--- config.mk ---
export PLATFORM = sky130hd
export DESIGN_NAME = systolic_matmul_array
export DESIGN_NICKNAME = d
export VERILOG_FILES = /design/src/rtl/systolic_matmul_array.sv
export SDC_FILE = /design/constraint.sdc
export NUM_CORES = 2
export LEC_CHECK = 0
export BUFFER_PORTS_ARGS = -buffer_cell sky130_fd_sc_hd__buf_2
export CAP_MARGIN = 0
export CORE_ASPECT_RATIO = 0.5
export CORE_MARGIN = 4
export CORE_UTILIZATION = 57
export DETAILED_ROUTE_END_ITERATION = 8
export PLACE_DENSITY_LB_ADDON = 0.15
export SLEW_MARGIN = 0
export SYNTH_ARGS = -nofsm -noshare
export SYNTH_HDL_FRONTEND = slang
export SYNTH_SLANG_ARGS = --single-unit
--- constraint.sdc ---
create_clock -name CLK -period 75.1 [get_ports CLK]
set_clock_uncertainty 0.2 [all_clocks]
set_input_delay 15.02 -clock CLK [delete_from_list [all_inputs] [get_ports CLK]]
set_output_delay 15.02 -clock CLK [all_outputs]
set_load 0.05 [all_outputs]
--- src/rtl/systolic_matmul_array.sv ---
// Output-stationary systolic matrix multiplier: C = A x B on a ROWS x COLS MAC grid
// with built-in operand skew, streaming operand input and row-by-row drain.
module systolic_matmul_array #(
   parameter int WIDTH     = 8,
   parameter int ROWS      = 4,
   parameter int COLS      = 4,
   parameter int K_MAX     = 256,
   parameter int SIGNED    = 1,
   parameter int ACC_WIDTH = 2*WIDTH+$clog2(K_MAX),
   localparam int KW       = $clog2(K_MAX+1),
   localparam int RW       = $clog2(ROWS)
) (
   input  logic                 CLK,
   input  logic                 ASYNC_RST,
   input  logic                 SYNC_RST,
   input  logic                 START,
   input  logic [KW-1:0]        K_LEN,
   input  logic                 IN_VALID,
   output logic                 IN_READY,
   input  logic [WIDTH-1:0]     Inputs [0:ROWS-1],
   input  logic [WIDTH-1:0]     Weights [0:COLS-1],
   output logic                 OUT_VALID,
   input  logic                 OUT_READY,
   output logic [RW-1:0]        OUT_ROW,
   output logic [ACC_WIDTH-1:0] Result [0:COLS-1],
   output logic                 BUSY,
   output logic                 DONE
);

   localparam int FW = $clog2(ROWS+COLS);
   localparam int FLUSH_LAST = ROWS+COLS-2;

   localparam logic [1:0] S_IDLE  = 2'd0;
   localparam logic [1:0] S_LOAD  = 2'd1;
   localparam logic [1:0] S_FLUSH = 2'd2;
   localparam logic [1:0] S_DRAIN = 2'd3;

   logic [1:0]    state;
   logic [KW-1:0] k_len_q;
   logic [KW-1:0] beat_cnt;
   logic [KW-1:0] k_eff;
   logic [FW-1:0] flush_cnt;
   logic [RW-1:0] row_q;
   logic          done_q;
   logic          fire;
   logic          acc_clr;

   logic [WIDTH-1:0]     a_cell [ROWS][COLS];
   logic [WIDTH-1:0]     b_cell [ROWS][COLS];
   logic                 t_cell [ROWS][COLS];
   logic [ACC_WIDTH-1:0] acc_q  [ROWS][COLS];

   assign IN_READY  = (state == S_LOAD);
   assign OUT_VALID = (state == S_DRAIN);
   assign BUSY      = (state != S_IDLE);
   assign DONE      = done_q;
   assign OUT_ROW   = row_q;
   assign fire      = IN_VALID & IN_READY;
   assign acc_clr   = (state == S_IDLE) & START;
   assign k_eff     = (K_LEN > KW'(K_MAX)) ? KW'(K_MAX) : K_LEN;

   always_ff @(posedge CLK or posedge ASYNC_RST) begin
      if (ASYNC_RST) begin
         state     <= S_IDLE;
         k_len_q   <= '0;
         beat_cnt  <= '0;
         flush_cnt <= '0;
         row_q     <= '0;
         done_q    <= 1'b0;
      end else if (SYNC_RST) begin
         state     <= S_IDLE;
         k_len_q   <= '0;
         beat_cnt  <= '0;
         flush_cnt <= '0;
         row_q     <= '0;
         done_q    <= 1'b0;
      end else begin
         done_q <= 1'b0;
         case (state)
            S_IDLE: begin
               if (START) begin
                  k_len_q  <= k_eff;
                  beat_cnt <= '0;
                  row_q    <= '0;
                  state    <= (k_eff == '0) ? S_DRAIN : S_LOAD;
               end
            end
            S_LOAD: begin
               if (fire) begin
                  beat_cnt <= beat_cnt + KW'(1);
                  if (beat_cnt + KW'(1) == k_len_q) begin
                     state     <= S_FLUSH;
                     flush_cnt <= '0;
                  end
               end
            end
            S_FLUSH: begin
               // Wait for the last beat to reach the far corner cell
               if (flush_cnt == FW'(FLUSH_LAST)) state <= S_DRAIN;
               else flush_cnt <= flush_cnt + FW'(1);
            end
            default: begin
               if (OUT_READY) begin
                  if (row_q == RW'(ROWS-1)) begin
                     row_q  <= '0;
                     state  <= S_IDLE;
                     done_q <= 1'b1;
                  end else begin
                     row_q <= row_q + RW'(1);
                  end
               end
            end
         endcase
      end
   end

   for (genvar r = 0; r < ROWS; r++) begin : g_row
      localparam int L = r + COLS;
      logic [WIDTH-1:0] a_line [0:L-1];
      logic             t_line [0:L-1];
      // Slots 0..r-1 are skew, slot r+c is the register of cell [r][c]
      always_ff @(posedge CLK or posedge ASYNC_RST) begin
         if (ASYNC_RST) begin
            for (int i = 0; i < L; i++) begin
               a_line[i] <= '0;
               t_line[i] <= 1'b0;
            end
         end else if (SYNC_RST) begin
            for (int i = 0; i < L; i++) begin
               a_line[i] <= '0;
               t_line[i] <= 1'b0;
            end
         end else begin
            a_line[0] <= fire ? Inputs[r] : '0;
            t_line[0] <= fire;
            for (int i = 1; i < L; i++) begin
               a_line[i] <= a_line[i-1];
               t_line[i] <= t_line[i-1];
            end
         end
      end
      for (genvar c = 0; c < COLS; c++) begin : g_tap
         assign a_cell[r][c] = a_line[r+c];
         assign t_cell[r][c] = t_line[r+c];
      end
   end

   for (genvar c = 0; c < COLS; c++) begin : g_col
      localparam int L = c + ROWS;
      logic [WIDTH-1:0] b_line [0:L-1];
      always_ff @(posedge CLK or posedge ASYNC_RST) begin
         if (ASYNC_RST) begin
            for (int i = 0; i < L; i++) b_line[i] <= '0;
         end else if (SYNC_RST) begin
            for (int i = 0; i < L; i++) b_line[i] <= '0;
         end else begin
            b_line[0] <= fire ? Weights[c] : '0;
            for (int i = 1; i < L; i++) b_line[i] <= b_line[i-1];
         end
      end
      for (genvar r = 0; r < ROWS; r++) begin : g_tap
         assign b_cell[r][c] = b_line[c+r];
      end
   end

   for (genvar r = 0; r < ROWS; r++) begin : g_mr
      for (genvar c = 0; c < COLS; c++) begin : g_mc
         logic                 s_a;
         logic                 s_b;
         logic                 s_p;
         logic [2*WIDTH-1:0]   ax;
         logic [2*WIDTH-1:0]   bx;
         logic [2*WIDTH-1:0]   p;
         logic [ACC_WIDTH-1:0] prod;
         logic [ACC_WIDTH-1:0] acc;
         assign s_a  = (SIGNED != 0) & a_cell[r][c][WIDTH-1];
         assign s_b  = (SIGNED != 0) & b_cell[r][c][WIDTH-1];
         assign ax   = {{WIDTH{s_a}}, a_cell[r][c]};
         assign bx   = {{WIDTH{s_b}}, b_cell[r][c]};
         assign p    = ax * bx;
         assign s_p  = (SIGNED != 0) & p[2*WIDTH-1];
         assign prod = {{(ACC_WIDTH-2*WIDTH){s_p}}, p};
         always_ff @(posedge CLK or posedge ASYNC_RST) begin
            if (ASYNC_RST) acc <= '0;
            else if (SYNC_RST) acc <= '0;
            else if (acc_clr) acc <= '0;
            else if (t_cell[r][c]) acc <= acc + prod;
         end
         assign acc_q[r][c] = acc;
      end
   end

   always_comb begin
      for (int c = 0; c < COLS; c++) begin
         Result[c] = OUT_VALID ? acc_q[row_q][c] : '0;
      end
   end

endmodule
==> flow_summary.ini <==
[floorplan]
dieArea_sq_um = 159000
std_cell_rows = 100
dieHeight_um = 284
pin_count = 181
start_util_pct = 57.8
core_area_sq_um = 150000
die_w_um = 559

[timing]
slew_headroom_pct = 24.9
drv_slew = 0
fin_crit_sh_pct = 25.4
hold_viol_final = 0
rsz0062_at_grt = false
setup_viol = 0
finalWorstSetupSlack_ns = 56.05
final.setup.tns_ns = 0
layout_min_cycle_time_ns = 19.05
worst_slew_pin_slew_ns = 1.12
max_freq_mhz = 52.5
whs_ns = 0.248

[critical_path]
reg2reg_slack_ns = 67.01
max_stage_delay_ns = 1.09
worstPathMaxFanout = 52
critPathSlowestCell = dfrtp_4
path_class = flip-flop to primary output
arrival_ns = 3.83
path_cells = buf_4 -> mux4_2 -> and2_1 -> buf_2
start_kind = flip-flop
cp.required_ns = 59.88
rr_worst_depth = 29
setup.worst_path.end_class = primary output
reg2reg_to = g_mr[1].g_mc[1].acc[23]
cp_num_buf_inv = 2
r2r-start = a_cell[85]
path_delay_family = buffers and inverters

[detailed_routing]
wl_per_cell_um = 19.2
drtPass1Iterations = 5
drt_iter0_drc = 4012
detail-route-antenna-nets = 0
wirelength_um = 217000
drcViolationCount = 0
vias = 63200
via_per_inst = 5.60

[grt]
grt_max_degree = 158
grt_pass1_wl_um = 351000
grt_pass1_vias = 63700
globalRouteOverflowTotal = 0
grtUsageTotal_pct = 27.7
antenna_found_initial = 11

[finish]
drive_gt1_share_pct = 5.97
fillers = 12900
multiInputGateArea_sq_um = 61100
syn2layout_area_growth_pct = 6.62
finalNetCount = 11100
register_area_sq_um = 19300

[synth]
ys_dominant_reg_cell = dfrtp_1
synth_mux_area_share_pct = 5.41
syn_nets = 11000
ys_ff_latch = 769
synth-edff-count = 0
synth_xor_area_share_pct = 5.71
syn_area_sq_um = 86600
synth_top_family_by_area = adder cells
synthArstFlopShare_pct = 100
yosys.area_share.adder_pct = 32.9
synth_cells = 9139
synthDominantCellAreaShare_pct = 22.2
synth_common_cells = 1480 x inv_1, 896 x fa_1, 841 x ha_1, 802 x and2_1, 769 x dfrtp_1
yosys.area_share.simple_pct = 17.0
yosys.cell_types.count = 92
yosysTopAreaCell = dfrtp_1
synth.most_common_cell = inv_1
synth_top_cells_by_area = dfrtp_1 22%, fa_1 21%, ha_1 12%
synth.avg_cell_area_sq_um = 9.48
yosysSeqAreaShare_pct = 22.2
synth-compound-area-share_pct = 9.49
yosys_warnings = 0

[placement]
routabilityCongestion = 0.906
dp_slack_ns = 56.37
port_buffers = 180
dp.final_hpwl_um = 171000

[clock_tree]
post-cts-setup-buffer-count = 0
clk_pin_slew_worst_paths_ns = 0.07
numCtsBuffers = 80
cts-resized-gates = 0
cts-htree-levels = 3
clk_latency_ns = 0.67
cts-root-buf = clkbuf_16
tritoncts = built
cts-hold-fix-buffers = 0
clk_path_buf_depth = 3
cts.sinks = 769

[hold_path]
hold_depth = 1
min_from = g_col[1].b_line[32]
timing.hold.worst.class = flip-flop to flip-flop
min_to = b_cell[112]

[job]
drv_cap = 0

[run_status]
status = completed

[power]
ir_drop_uv = 17.8
p_per_area_nw_per_um2 = 10.5
p_leak_nw = 48.1
## where the power goes
part / switching, mW / total, mW / internal (mW)
sequential: 0.0207 / 0.441 / 0.421
combinational: 0.0744 / 0.114 / 0.0399
clock: 0.184 / 0.417 / 0.233
## metal layers
layer | global-route usage [%] | up-vias | part of all wire (%) | wire (um)
met4 | 8.46 | 0 | 3.5 | 7580
met1 | 37.4 | 31700 | 43 | 93900
li1 | - | 29800 | - | -
met2 | 46.7 | 1384 | 48 | 104000
met5 | 0 | - | 0 | 0
met3 | 3.46 | 319 | 5.1 | 11000
## layout make-up
type	instances	share of cell area [%]
Antenna cell	4	0.0108
Clock buffer	98	2.38
Clock inverter	43	0.491
Inverter	1483	6.04
Multi-Input combinational cell	6692	66.2
Sequential cell	769	20.9
Tap cell	1989	2.70
Timing Repair Buffer	221	1.33
## per-stage QoR
stage	std cells	utilization [%]	power (mW)	instance area, sq um
detailed placement	11200	59.9	0.565	89700
floorplan	9139	-	0.527	86600
global route	11300	61.6	1.01	92300
CTS	11300	61.6	0.984	92300
global placement	11200	59.9	0.563	89700
finish	11300	61.6	0.973	92300
## how the worst max path moves through the flow
stage                           from                 endpoint  slack, ns  cells after the start
after detailed placement    SYNC_RST  g_mr[3].g_mc[0].acc[22]      56.37                      7
after CTS                 OUT_ROW[0]               Result[52]      55.90                      4
final                     OUT_ROW[0]               Result[52]      56.05                      4
after global routing      OUT_ROW[0]               Result[52]      55.73                      4
after global placement      SYNC_RST  g_mr[3].g_mc[0].acc[22]      56.41                      7
after floorplan            ASYNC_RST                     DONE      38.29                      1
## worst reg2reg max path: cells and delay by family (launching register included)
kind	cells	cell delay, ns
xor+xnor	2	0.78
buf+inv	4	0.22
compound gates	10	1.94
fa+ha+maj	6	2.82
simple gates	7	1.49
flops	1	0.59
## state kept, by name, indices dropped and copies added (netlist names)
signal,flops
beat_cnt,9
flush_cnt,3
state,2
b_cell,128
g_col.b_line,48
g_row.a_line,48
g_row.t_line,7
g_mr.g_mc.acc,384
k_len_q,9
a_cell,128
DONE,1
OUT_ROW,2
## kinds of logic after synthesis
group           count (synthesis)
xor+xnor                      565
buf+inv                      1678
fa+ha+maj                    1737
simple gates                 2776
mux                           345
flops                         769
compound gates               1269
## placed cells by master (no fill, tap or decap), types with 32 or more instances in the layout
master and instances:
fa_1 896, mux2i_1 228, a21oi_1 404, o21a_1 63, ha_1 840, nor2_1 557, dfrtp_1 762, mux4_2 96
buf_4 40, or3_1 36, nand2_1 433, and3_1 110, xnor2_1 444, and2_1 802, a21o_1 190, xor2_1 118
inv_1 1477, o21bai_1 69, a211oi_1 66, a31oi_1 32, nor3_1 107, o21ai_0 212, nand3_1 94, buf_2 179
nand2b_1 70, nor2b_1 476, clkbuf_16 80
Power figures use the tool's default switching activity.
